<file path="src/rtl/des_in_loader.sv">
// des_in_loader: byte-stream front end for the DES initial-permutation stage.
// Collects eight plaintext bytes into a 64-bit block, holds ip_start with a
// frozen block until the IP stage answers on ip_ready, then waits for ip_ready
// to drop before it accepts the next block.
//
// Optional feature: define DES_LOADER_TIMEOUT_EN to bound the wait in START to
// TIMEOUT_CYCLES cycles. On expiry err pulses and the block is abandoned.
// Without the macro START waits forever and err is tied low.
//
// Ports:
//   clk, rst_n         clock, asynchronous active-low reset
//   in_valid/in_data   plaintext byte stream, first byte of a block first
//   in_ready           high while a byte can be accepted (FILL only)
//   flush              discards a partially filled block (FILL only)
//   des_in[1:64]       assembled block, bit 1 = MSB of the first byte
//   ip_start/ip_ready  request/completion handshake with the IP stage
//   blk_done           one-cycle pulse per block handed off
//   blk_cnt            count of completed blocks, wraps at 16 bits
//   err                one-cycle pulse on START timeout
module des_in_loader #(
  parameter int unsigned TIMEOUT_CYCLES = 15
) (
  input  logic        clk,
  input  logic        rst_n,
  input  logic        in_valid,
  input  logic [7:0]  in_data,
  output logic        in_ready,
  input  logic        flush,
  output logic [1:64] des_in,
  output logic        ip_start,
  input  logic        ip_ready,
  output logic        blk_done,
  output logic [15:0] blk_cnt,
  output logic        err
);

  localparam int unsigned BYTE_W = 8;
  localparam int unsigned CNT_W  = 3;

  typedef enum logic [1:0] {
    S_IDLE    = 2'd0,
    S_FILL    = 2'd1,
    S_START   = 2'd2,
    S_RELEASE = 2'd3
  } state_e;

  state_e             state_q,    state_d;
  logic [CNT_W-1:0]   byte_cnt_q, byte_cnt_d;
  logic [1:64]        des_in_q,   des_in_d;
  logic               ip_start_q, ip_start_d;
  logic               blk_done_q, blk_done_d;
  logic [15:0]        blk_cnt_q,  blk_cnt_d;
  logic               err_q,      err_d;
  logic               to_expire_c;

`ifdef DES_LOADER_TIMEOUT_EN
  // Counter holds the number of START cycles already spent without ip_ready.
  localparam int unsigned TO_W = (TIMEOUT_CYCLES > 1) ? $clog2(TIMEOUT_CYCLES) : 1;
  logic [TO_W-1:0] to_cnt_q, to_cnt_d;
  assign to_expire_c = (to_cnt_q == TO_W'(TIMEOUT_CYCLES - 1));
`else
  assign to_expire_c = 1'b0;
  // TIMEOUT_CYCLES only matters when the timeout is compiled in.
  if (TIMEOUT_CYCLES == 0) begin : g_timeout_unused
  end
`endif

  // Byte acceptance is decoded straight from the state register.
  assign in_ready = (state_q == S_FILL);
  assign des_in   = des_in_q;
  assign ip_start = ip_start_q;
  assign blk_done = blk_done_q;
  assign blk_cnt  = blk_cnt_q;
  assign err      = err_q;

  // Next-state and next-output logic.
  always_comb begin
    state_d    = state_q;
    byte_cnt_d = byte_cnt_q;
    des_in_d   = des_in_q;
    ip_start_d = ip_start_q;
    blk_done_d = 1'b0;
    blk_cnt_d  = blk_cnt_q;
    err_d      = 1'b0;
`ifdef DES_LOADER_TIMEOUT_EN
    to_cnt_d   = to_cnt_q;
`endif
    unique case (state_q)
      S_IDLE: state_d = S_FILL;
      S_FILL: begin
        // flush wins over a simultaneous byte, which is dropped
        if (flush) begin
          byte_cnt_d = '0;
        end else if (in_valid) begin
          for (int n = 0; n < 8; n++) begin
            if (byte_cnt_q == CNT_W'(n)) des_in_d[BYTE_W*n+1 +: BYTE_W] = in_data;
          end
          byte_cnt_d = byte_cnt_q + CNT_W'(1);
          if (byte_cnt_q == CNT_W'(7)) begin
            state_d    = S_START;
            ip_start_d = 1'b1;
`ifdef DES_LOADER_TIMEOUT_EN
            to_cnt_d   = '0;
`endif
          end
        end
      end
      S_START: begin
        // ip_ready on the expiry edge still counts as success
        if (ip_ready) begin
          ip_start_d = 1'b0;
          blk_done_d = 1'b1;
          blk_cnt_d  = blk_cnt_q + 16'd1;
          state_d    = S_RELEASE;
        end else if (to_expire_c) begin
          ip_start_d = 1'b0;
          err_d      = 1'b1;
          state_d    = S_RELEASE;
        end
`ifdef DES_LOADER_TIMEOUT_EN
        else begin
          to_cnt_d = to_cnt_q + TO_W'(1);
        end
`endif
      end
      S_RELEASE: begin
        // wait for the stage to drop ip_ready so it cannot complete the next block
        if (!ip_ready) state_d = S_FILL;
      end
      default: state_d = S_IDLE;
    endcase
  end

  // State and output registers.
  always_ff @(posedge clk or negedge rst_n) begin
    if (!rst_n) begin
      state_q    <= S_IDLE;
      byte_cnt_q <= '0;
      des_in_q   <= '0;
      ip_start_q <= 1'b0;
      blk_done_q <= 1'b0;
      blk_cnt_q  <= '0;
      err_q      <= 1'b0;
`ifdef DES_LOADER_TIMEOUT_EN
      to_cnt_q   <= '0;
`endif
    end else begin
      state_q    <= state_d;
      byte_cnt_q <= byte_cnt_d;
      des_in_q   <= des_in_d;
      ip_start_q <= ip_start_d;
      blk_done_q <= blk_done_d;
      blk_cnt_q  <= blk_cnt_d;
      err_q      <= err_d;
`ifdef DES_LOADER_TIMEOUT_EN
      to_cnt_q   <= to_cnt_d;
`endif
    end
  end

endmodule

</file>
<file path="config.mk">
export PLATFORM = sky130hd
export DESIGN_NAME = des_in_loader
export DESIGN_NICKNAME = d
export VERILOG_FILES = /design/src/rtl/des_in_loader.sv
export SDC_FILE = /design/constraint.sdc
export NUM_CORES = 1
export LEC_CHECK = 0
export ABC_AREA = 0
export CAP_MARGIN = 30
export CORE_MARGIN = 5
export CORE_UTILIZATION = 48
export CTS_CLUSTER_DIAMETER = 40
export DETAILED_ROUTE_END_ITERATION = 8
export GPL_ROUTABILITY_DRIVEN = 1
export MAX_ROUTING_LAYER = met4
export PLACE_DENSITY = 0.91
export SLEW_MARGIN = 20
export SYNTH_ARGS = -nofsm -noshare
export SYNTH_HDL_FRONTEND = slang
export SYNTH_SLANG_ARGS = --single-unit
</file>
<file path="constraint.sdc">
create_clock -name clk -period 2 [get_ports clk]
set_input_delay 0.5 -clock clk [delete_from_list [all_inputs] [get_ports clk]]
set_output_delay 0.5 -clock clk [all_outputs]
set_load 0.01 [all_outputs]
</file>
# Word level (Yosys, flattened, before mapping)
# Cells that the tools add are included.
# W data, S select, Z words.
# word_totals
regBits,87
latch_bits,0
ram_bits,0
rom_bits,0
mem_count,0
# op_classes
add_sub_neg,2
mul,0
n_div,0
n_lt_le_gt_ge,0
n_eq_ne,15
n_shift,0
mux,15
n_bitwise,1
reduce_logical,16
# op_table
op,count
$reduce_and A4 Y1,8
$add A16 B1 Y16 const B,1
$eq A3 B3 Y1 const B,4
$mux W2,5
$reduce_and A5 Y1,2
$ne A2 B2 Y1 const B,4
$pmux W2 S4,1
$eq A3 B2 Y1 const B,2
$mux W1,6
$mux W3,2
$eq A2 B2 Y1 const B,2
$reduce_and A2 Y1,2
$reduce_bool A2 Y1,2
$add A3 B1 Y3 const B,1
$eq A3 B1 Y1 const B,1
$logic_not A3 Y1,1
$eq A2 B1 Y1 const B,1
$logic_not A2 Y1,1
$ne A2 B1 Y1 const B,1
$pmux W1 S2,1
$not A1 Y1,1

# Longest topological paths before layout
# Gate-level depths: netlist (run 1).
# depth
depth_word,5
depth_mapped,7
depth_no_buf,6

# Worst setup path after synthesis (run 1)
# No wires, ideal clock.
# synth_timing
path_kind,register to register
from,reg state_q[1]
to,"reg des_in_q, in the netlist des_in[54]"
arrival_ps,1765
required_ps,1872
setup_slack_ps,107
stages_incl_launch_ff,8
n_path_buf,1
cell_sequence,dfrtp_1 -> inv_1 -> ha_1 -> buf_4 -> inv_1 -> nor4b_4 -> nand2_2 -> mux2_1
# synth_via
elab_chain_cells,2
# synth_rtl
element,line_no,text
start: declaration,47,"state_e state_q, state_d;"
start signal: assignment,148,state_q <= state_d;
$eq A2 B1 Y1,-,
named net in_ready,27,"output logic in_ready,"
$reduce_and A4 Y1 (no line),-,
end signal: assignment,150,des_in_q <= des_in_d;
end: declaration,49,"logic [1:64] des_in_q, des_in_d;"
# The timed path passes the listed nets, and every way through them passes these cells.
# A chain may end at the register's enable or synchronous reset.

# Worst setup path in the final report (run 1)
# layout_timing
from,reg blk_cnt_q[5] (netlist: blk_cnt[5])
to,out blk_cnt[5]
# layout_rtl
element,line_no,text
start: declaration,52,"logic [15:0] blk_cnt_q, blk_cnt_d;"
start signal: assignment,153,blk_cnt_q <= blk_cnt_d;
end: declaration,33,"output logic [15:0] blk_cnt,"
# No word-level cell between the ends.

==> results of run 1 <==
metal layers:
layer  track usage  vias to the layer above  wire (um)
met3        0.0524                       13        603
li1              -                     1074          -
met5             -                        -          0
met2         0.298                       80       3970
met4        0.0735                        0        139
met1         0.236                     1188       3430
layout make-up:
type	count	area, um^2
well taps	99	124
repair buffers	110	1080
clock inverters	7	78.8
flip-flops and latches	87	2180
clock buffers	9	124
fillers	517	2300
inverters	8	30.0
multi-input cells	141	1340
sequential cells by signal (all words and copies together) (netlist names):
signal and cells:
des_in 64, blk_cnt 16, byte_cnt_q 3, state_q 2, blk_done 1, ip_start 1
layout by cell type, fill, tap and decap left out, types with 2 or more instances in the layout:
| cell type | instances |
|---|---|
| nand2_1 | 9 |
| mux2_2 | 64 |
| dfrtp_1 | 87 |
| mux2_1 | 2 |
| o22ai_1 | 3 |
| ha_1 | 10 |
| clkbuf_8 | 9 |
| inv_6 | 2 |
| nor4b_4 | 2 |
| nand4_1 | 5 |
| nand2_4 | 2 |
| buf_12 | 2 |
| nor2_1 | 3 |
| inv_1 | 8 |
| mux2i_1 | 2 |
| nand4b_1 | 2 |
| nor4_1 | 2 |
| xor2_1 | 4 |
| clkdlybuf4s50_1 | 93 |
| buf_4 | 14 |
| nand3_1 | 6 |
| xnor2_1 | 11 |
| clkinvlp_4 | 3 |
| nand2_2 | 4 |
worst max path at each step:
stage / from / to / cells after the start
2_1_floorplan: state_q[1] / des_in[54] / 7
3_3_place_gp: flush / des_in[54] / 4
3_5_place_dp: flush / des_in[54] / 4
4_1_cts: state_q[1] / des_in[54] / 6
5_1_grt: state_q[1] / des_in[12] / 6
6_report: blk_cnt[5] / blk_cnt[5] / 1
stage by stage:
step / area (um^2) / power (uW) / hold WS (ns)
3_5_place_dp: 4740 / 5510 / 0.466
2_1_floorplan: 3560 / 3940 / 0.204
4_1_cts: 4940 / 6760 / 0.139
6_report: 4960 / 6700 / 0.134
3_3_place_gp: 4740 / 5390 / 0.462
5_1_grt: 4960 / 7100 / 0.164
power breakdown:
part | internal, uW | switching, uW
clock network | 588 | 665
logic | 1610 | 1040
registers | 2390 | 411
total | 4590 | 2110
logic make-up after synthesis:
logic type,count (synthesis),share of synthesized area
fa+ha+maj,10,0.0352
compound gates,8,0.0158
flops,87,0.612
buf+inv,12,0.0148
other cells,1,0.00105
simple gates,39,0.0697
mux,68,0.215
xor+xnor,15,0.0369
timing repair:
action	CTS	global route
resized for setup	1	2
setup buffers	0	1
endpoints found under the setup margin	1	48
pin swaps	0	2
endpoints found under the hold margin	0	0
==> impl_metrics.toml, run 1 <==
[global_route]
grt_first_pass_wirelength_um = 12700
grt_overflow = 0
first_global_vias = 2484
grt_max_degree = 43
antenna_found_initial = 0
globalRouteTotalUtil = 0.190

[synth]
seq_area_frac_synth = 0.612
synth_top_area_share = 0.612
synth_cells = 240
synth_edf_count = 0
synth_top_area_cell = "dfrtp_1"
ys.flop_type = "dfrtp_1"
yosysWarningCount = 0
yosys.cell_count.top_type = "dfrtp_1"
async_flop_share = 1.00
syn_area_um2 = 3560
synthTopCellsByArea = "dfrtp_1 (61%), mux2_2 (20%), ha_1 (3.5%)"
syn_avg_cell_area_um2 = 14.8
synth_seq_cells = 87
synth_common_cells = "dfrtp_1 (87), mux2_2 (64), xnor2_1 (11)"
yosysUniqueCellTypes = 29
syn_nets = 263

[critical_path]
r2r_slack_ns = 0.18
arrival_ns = 1.39
worstSetupPathType = "reg2out"
rr_worst_depth = 7
crit_path_start_kind = "flop"
timing.rr.end = "des_in[54]"
cp_top_family = "buffers and inverters"
required_ns = 1.50
critical-path-slowest-cell = "clkdlybuf4s50_1"
r2r_start = "state_q[1]"
worstPathCellList = "clkdlybuf4s50_1"
crit_path_end_kind = "output pin"
crit_fanout = 6
max_stage_delay_ns = 0.59
worst-path-buf-inv = 1

[clock_network]
htree_levels = 3
cts.path.max_buffers = 2
cts_inserted_buffers = 9
cts_tree = "built"
cts_hold_buf = 0
path_clk_slew_ns = 0.10
insertion_delay_ns = 0.36
clock_sink_count = 87
clockRootBuffer = "clkbuf_8"

[timing]
max_slew_margin = 0.613
hold_violations = 0
setup_viol = 0
fmax_mhz = 529
finClkSkew_ns = 0.0149
rsz0062_at_grt = "no"
timing_max_transition_violations_final = 0
min_period_over_period = 0.946
worst_slack_ns = 0.108
post-route-min-period_ns = 1.89
worst_slew_pin_slew_ns = 0.580
fin_setup_tns_ns = 0

[power_and_ir_drop]
ir_worst_vdd_v = 0.000825
power_density_nw_per_um2 = 1350
leakage_uw = 0.00231

[detailed_routing]
wl_per_cell_um = 17.7
firstDrtPassIters = 6
drtAntennaViolNets = 0
drc = 0
via_count = 2355
viasPerCell = 5.11
drt-initial-drc-count = 57
drt_wl_total_um = 8150

[job]
maxCapViolCount = 0

[placed_design]
routabilityCongestion = 0.799
dp.cells = 444
place_ws_ns = -0.201
portBuffers = 95
hpwl_um = 5940

[floorplanning]
dieArea_um2 = 9230
core_um2 = 7250
ios = 97
start_util = 0.490
rows = 31
chipWidth_um = 96.1
die_y_um = 96.1

[layout]
final_cells = 461
fin_nets = 380
n_antenna_cell = 0
final_util = 0.683
area_delta_synth_final_pct = 39.3
drive_above_1_share = 0.290

[status]
status = "complete, no violations"

[min_path]
hp-class = "in2async"
(Power assumes the default switching activity.)
==> run 2, diff against run 1 <==
Settings changed: REMOVE_ABC_BUFFERS from default to 1.
==> impl_metrics.toml, run 2 (synthesis gave the netlist of run 1 again) <==
[floorplanning]
chipWidth_um = 96.1
die_y_um = 96.1
start_util = 0.490
core_um2 = 7250
rows = 31
dieArea_um2 = 9230
ios = 97

[detailed_routing]
firstDrtPassIters = 5
drt_wl_total_um = 8380
viasPerCell = 5.08
drt-initial-drc-count = 96
wl_per_cell_um = 18.3
drc = 0
drtAntennaViolNets = 0
via_count = 2321

[power_and_ir_drop]
power_density_nw_per_um2 = 1400
leakage_uw = 0.00229
ir_worst_vdd_v = 0.000552

[job]
maxCapViolCount = 0

[critical_path]
timing.rr.end = "des_in[55]"
cpMostUsedCell = "inv_1"
r2r_start = "state_q[1]"
r2r_slack_ns = 0.06
critical-path-slowest-cell = "dfrtp_1"
arrival_ns = 2.17
required_ns = 2.24
worstSetupPathType = "reg2reg"
crit_path_start_kind = "flop"
cp_top_family = "simple AND/OR/NAND/NOR gates"
worstPathCellList = "inv_1, ha_1, inv_1, nor4b_4, nand2_2, mux2_1"
crit_path_end_kind = "flop"
max_stage_delay_ns = 0.40
worst-path-buf-inv = 2
crit_fanout = 8
rr_worst_depth = 6

[global_route]
grt_first_pass_wirelength_um = 13100
globalRouteTotalUtil = 0.197
grt_overflow = 0
antenna_found_initial = 0
grt_max_degree = 39
first_global_vias = 2446

[clock_network]
clockRootBuffer = "clkbuf_8"
insertion_delay_ns = 0.35
cts_hold_buf = 0
path_clk_slew_ns = 0.08
cts_inserted_buffers = 9
postCtsSetupBuffers = 0
cts.path.max_buffers = 2
htree_levels = 3
clock_sink_count = 87
cts_tree = "built"

[layout]
fin_nets = 377
largest_reg_flops = 64
layout.cells.most_common = "clkdlybuf4s50_1"
n_antenna_cell = 0
area_delta_synth_final_pct = 38.9
final_util = 0.681
fin_area_um2 = 4940
num-fill-cells = 500
final_cell_mix = "clkdlybuf4s50_1 (93), dfrtp_1 (87), mux2_2 (64)"
drive_above_1_share = 0.279

[timing]
timing.hold.ws_ns = 0.0996
hold_violations = 0
setup_viol = 0
min_period_over_period = 0.968
finClkSkew_ns = 0.00788
post-route-min-period_ns = 1.94
timing_max_transition_violations_final = 0
fmax_mhz = 516
rsz0062_at_grt = "yes"

[placed_design]
dpl_cell_area_um2 = 4710
hpwl_um = 6110
routabilityCongestion = 0.846
portBuffers = 95

[min_path]
hp-class = "in2async"

[status]
status = "complete, no violations"
[run 2: power by group]
| group | switching (uW) | internal, uW |
|---|---|---|
| sequential | 417 | 2390 |
| combinational | 1060 | 1610 |
| clock | 603 | 828 |
[run 2: cell type report]
class	count	area [um^2]	area share
multi-input cells	141	1330	0.269
flip-flops and latches	87	2180	0.441
clock inverters	5	106	0.0215
clock buffers	10	128	0.0258
repair buffers	107	1050	0.212
inverters	8	30.0	0.00608
well taps	99	124	0.0251
[run 2: through the flow]
step	total power (uW)	TNS (ns)	setup WS (ns)	std cells
final	6910	0	0.0638	457
after global placement	5410	-4.99	-0.155	442
after floorplan	3920	0	0.0512	236
after global routing	7270	-0.0675	-0.0295	457
after detailed placement	5540	-8.07	-0.212	442
after CTS	6980	0	0.0595	457
[run 2: worst max path at each step]
stage | startpoint | end | slack [ns] | depth (start not counted)
floorplan | state_q[1] | des_in[54] | 0.05 | 6
global placement | flush | des_in[55] | -0.15 | 4
detailed placement | flush | des_in[54] | -0.21 | 4
CTS | state_q[1] | des_in[55] | 0.06 | 6
global route | state_q[1] | des_in[54] | -0.03 | 6
finish | state_q[1] | des_in[55] | 0.06 | 6
[run 2: timing repair]
action	CTS	global route
setup endpoints to repair	1	6
gates resized for setup	1	0
pin swaps	0	0
[run 2: routing by layer]
metal  vias to the layer above  share of wire  GRT usage
met5                         -              0          -
met4                         0          0.016     0.0711
met3                        12          0.036     0.0321
met2                        53           0.54      0.327
met1                      1194           0.41      0.245
li1                       1062              -          -
==> run 3, diff against run 2 <==
Settings changed: ABC_AREA 0 to default, SKIP_CTS_REPAIR_TIMING from default to 1.
==> impl_metrics.toml, run 3 (synthesis gave the netlist of run 1 again) <==
[global_route]
first_global_vias = 2446
grt_max_degree = 39
antenna_found_initial = 0
grt_first_pass_wirelength_um = 13100
globalRouteTotalUtil = 0.197
grt_overflow = 0

[power_and_ir_drop]
leakage_uw = 0.00230
p_sw_uw = 2080
clkPwrFrac = 0.207
power_density_nw_per_um2 = 1400
pwr-share-comb = 0.387
p_seq_frac = 0.406
intPower_uw = 4830
swShare = 0.301
ir_worst_vdd_v = 0.000552

[timing]
rsz0062_at_grt = "yes"
fmax_mhz = 516
hold_violations = 0
finClkSkew_ns = 0.00788
min_period_over_period = 0.968
setup_viol = 0
post-route-min-period_ns = 1.94
timing_max_transition_violations_final = 0

[layout]
num-fill-cells = 501
final_cells = 457
area_delta_synth_final_pct = 39.0
largest_reg_flops = 64
n_antenna_cell = 0
final_cell_mix = "clkdlybuf4s50_1 (93), dfrtp_1 (87), mux2_2 (64)"
fin_area_um2 = 4950
fin_nets = 377
layout.cells.most_common = "clkdlybuf4s50_1"
drive_above_1_share = 0.279

[placed_design]
portBuffers = 95
dpl_cell_area_um2 = 4710
routabilityCongestion = 0.846
dp.cells = 442
hpwl_um = 6110

[detailed_routing]
viasPerCell = 5.08
drt-initial-drc-count = 96
via_count = 2323
drtAntennaViolNets = 0
wl_per_cell_um = 18.3
drt_wl_total_um = 8380
drc = 0
firstDrtPassIters = 5

[floorplanning]
ios = 97
rows = 31
start_util = 0.490
die_y_um = 96.1
chipWidth_um = 96.1
core_um2 = 7250
dieArea_um2 = 9230

[clock_network]
insertion_delay_ns = 0.35
cts_inserted_buffers = 9
htree_levels = 3
cts_tree = "built"
clockRootBuffer = "clkbuf_8"
cts.path.max_buffers = 2
path_clk_slew_ns = 0.08
clock_sink_count = 87

[critical_path]
crit_path_start_kind = "flop"
cpMostUsedCell = "inv_1"
worst-path-buf-inv = 2
critical-path-slowest-cell = "dfrtp_1"
worstSetupPathType = "reg2reg"
crit_fanout = 8
crit_path_end_kind = "flop"
arrival_ns = 2.17
max_stage_delay_ns = 0.40
cp_top_family = "simple AND/OR/NAND/NOR gates"
required_ns = 2.24
worstPathCellList = "inv_1, ha_1, inv_1, nor4b_4, nand2_2, mux2_1"

[status]
status = "complete, no violations"

[job]
maxCapViolCount = 0

[min_path]
hp-class = "in2async"
run 3: layout make-up:
cell class                 count  area, um^2  share of cell area
clock buffer                  10         128              0.0258
multi-input combinational    141        1330               0.268
timing repair buffer         107        1050               0.213
sequential                    87        2180               0.440
tap                           99         124              0.0250
inverter                       8        30.0             0.00607
clock inverter                 5         106              0.0215
run 3: path summary, 6_finish.rpt:
path,end,depth (start not counted),from,slack [ns]
max,des_in[55],6,state_q[1],0.06
min,blk_cnt[0],1,rst_n,0.1
max reg2reg,des_in[55],6,state_q[1],0.06
min reg2reg,blk_cnt[15],1,blk_cnt[15],0.48
max in group asynchronous,des_in[12],2,rst_n,1.32
min in group clk,blk_cnt[15],1,blk_cnt[15],0.48
run 3: per-layer routing:
metal,share of wire,global-route usage,up-vias
met1,0.41,0.245,1196
met5,0,-,-
met2,0.54,0.327,53
met3,0.036,0.0321,12
li1,-,-,1062
met4,0.016,0.0711,0
run 3: through the flow:
step            util  total power (uW)  worst slack [ns]  hold slack, ns  setup TNS, ns
2_1_floorplan      -              3920            0.0512           0.204              0
3_3_place_gp   0.649              5410            -0.155           0.462          -4.99
3_5_place_dp   0.649              5540            -0.212           0.471          -8.07
4_1_cts        0.682              6990           -0.0986           0.100        -0.0986
5_1_grt        0.682              7270           -0.0293           0.128        -0.0662
6_report       0.682              6920            0.0635          0.0996              0
run 3: worst reg2reg max path, delay by kind of cell (launching register included):
kind | cells | cell delay, ns
adder cells (fa/ha/maj) | 1 | 0.19
buffers and inverters | 2 | 0.21
multiplexers | 1 | 0.38
flip-flops | 1 | 0.40
AND/OR/NAND/NOR | 2 | 0.65
run 3: power groups by stage:
stage / logic [uW] / registers [uW] / clock network (uW)
final: 2680 / 2810 / 1430
after global routing: 2870 / 2880 / 1530
after CTS: 2730 / 2810 / 1450
after detailed placement: 2710 / 2830 / 0
after global placement: 2610 / 2800 / 0
after floorplan: 883 / 3030 / 0
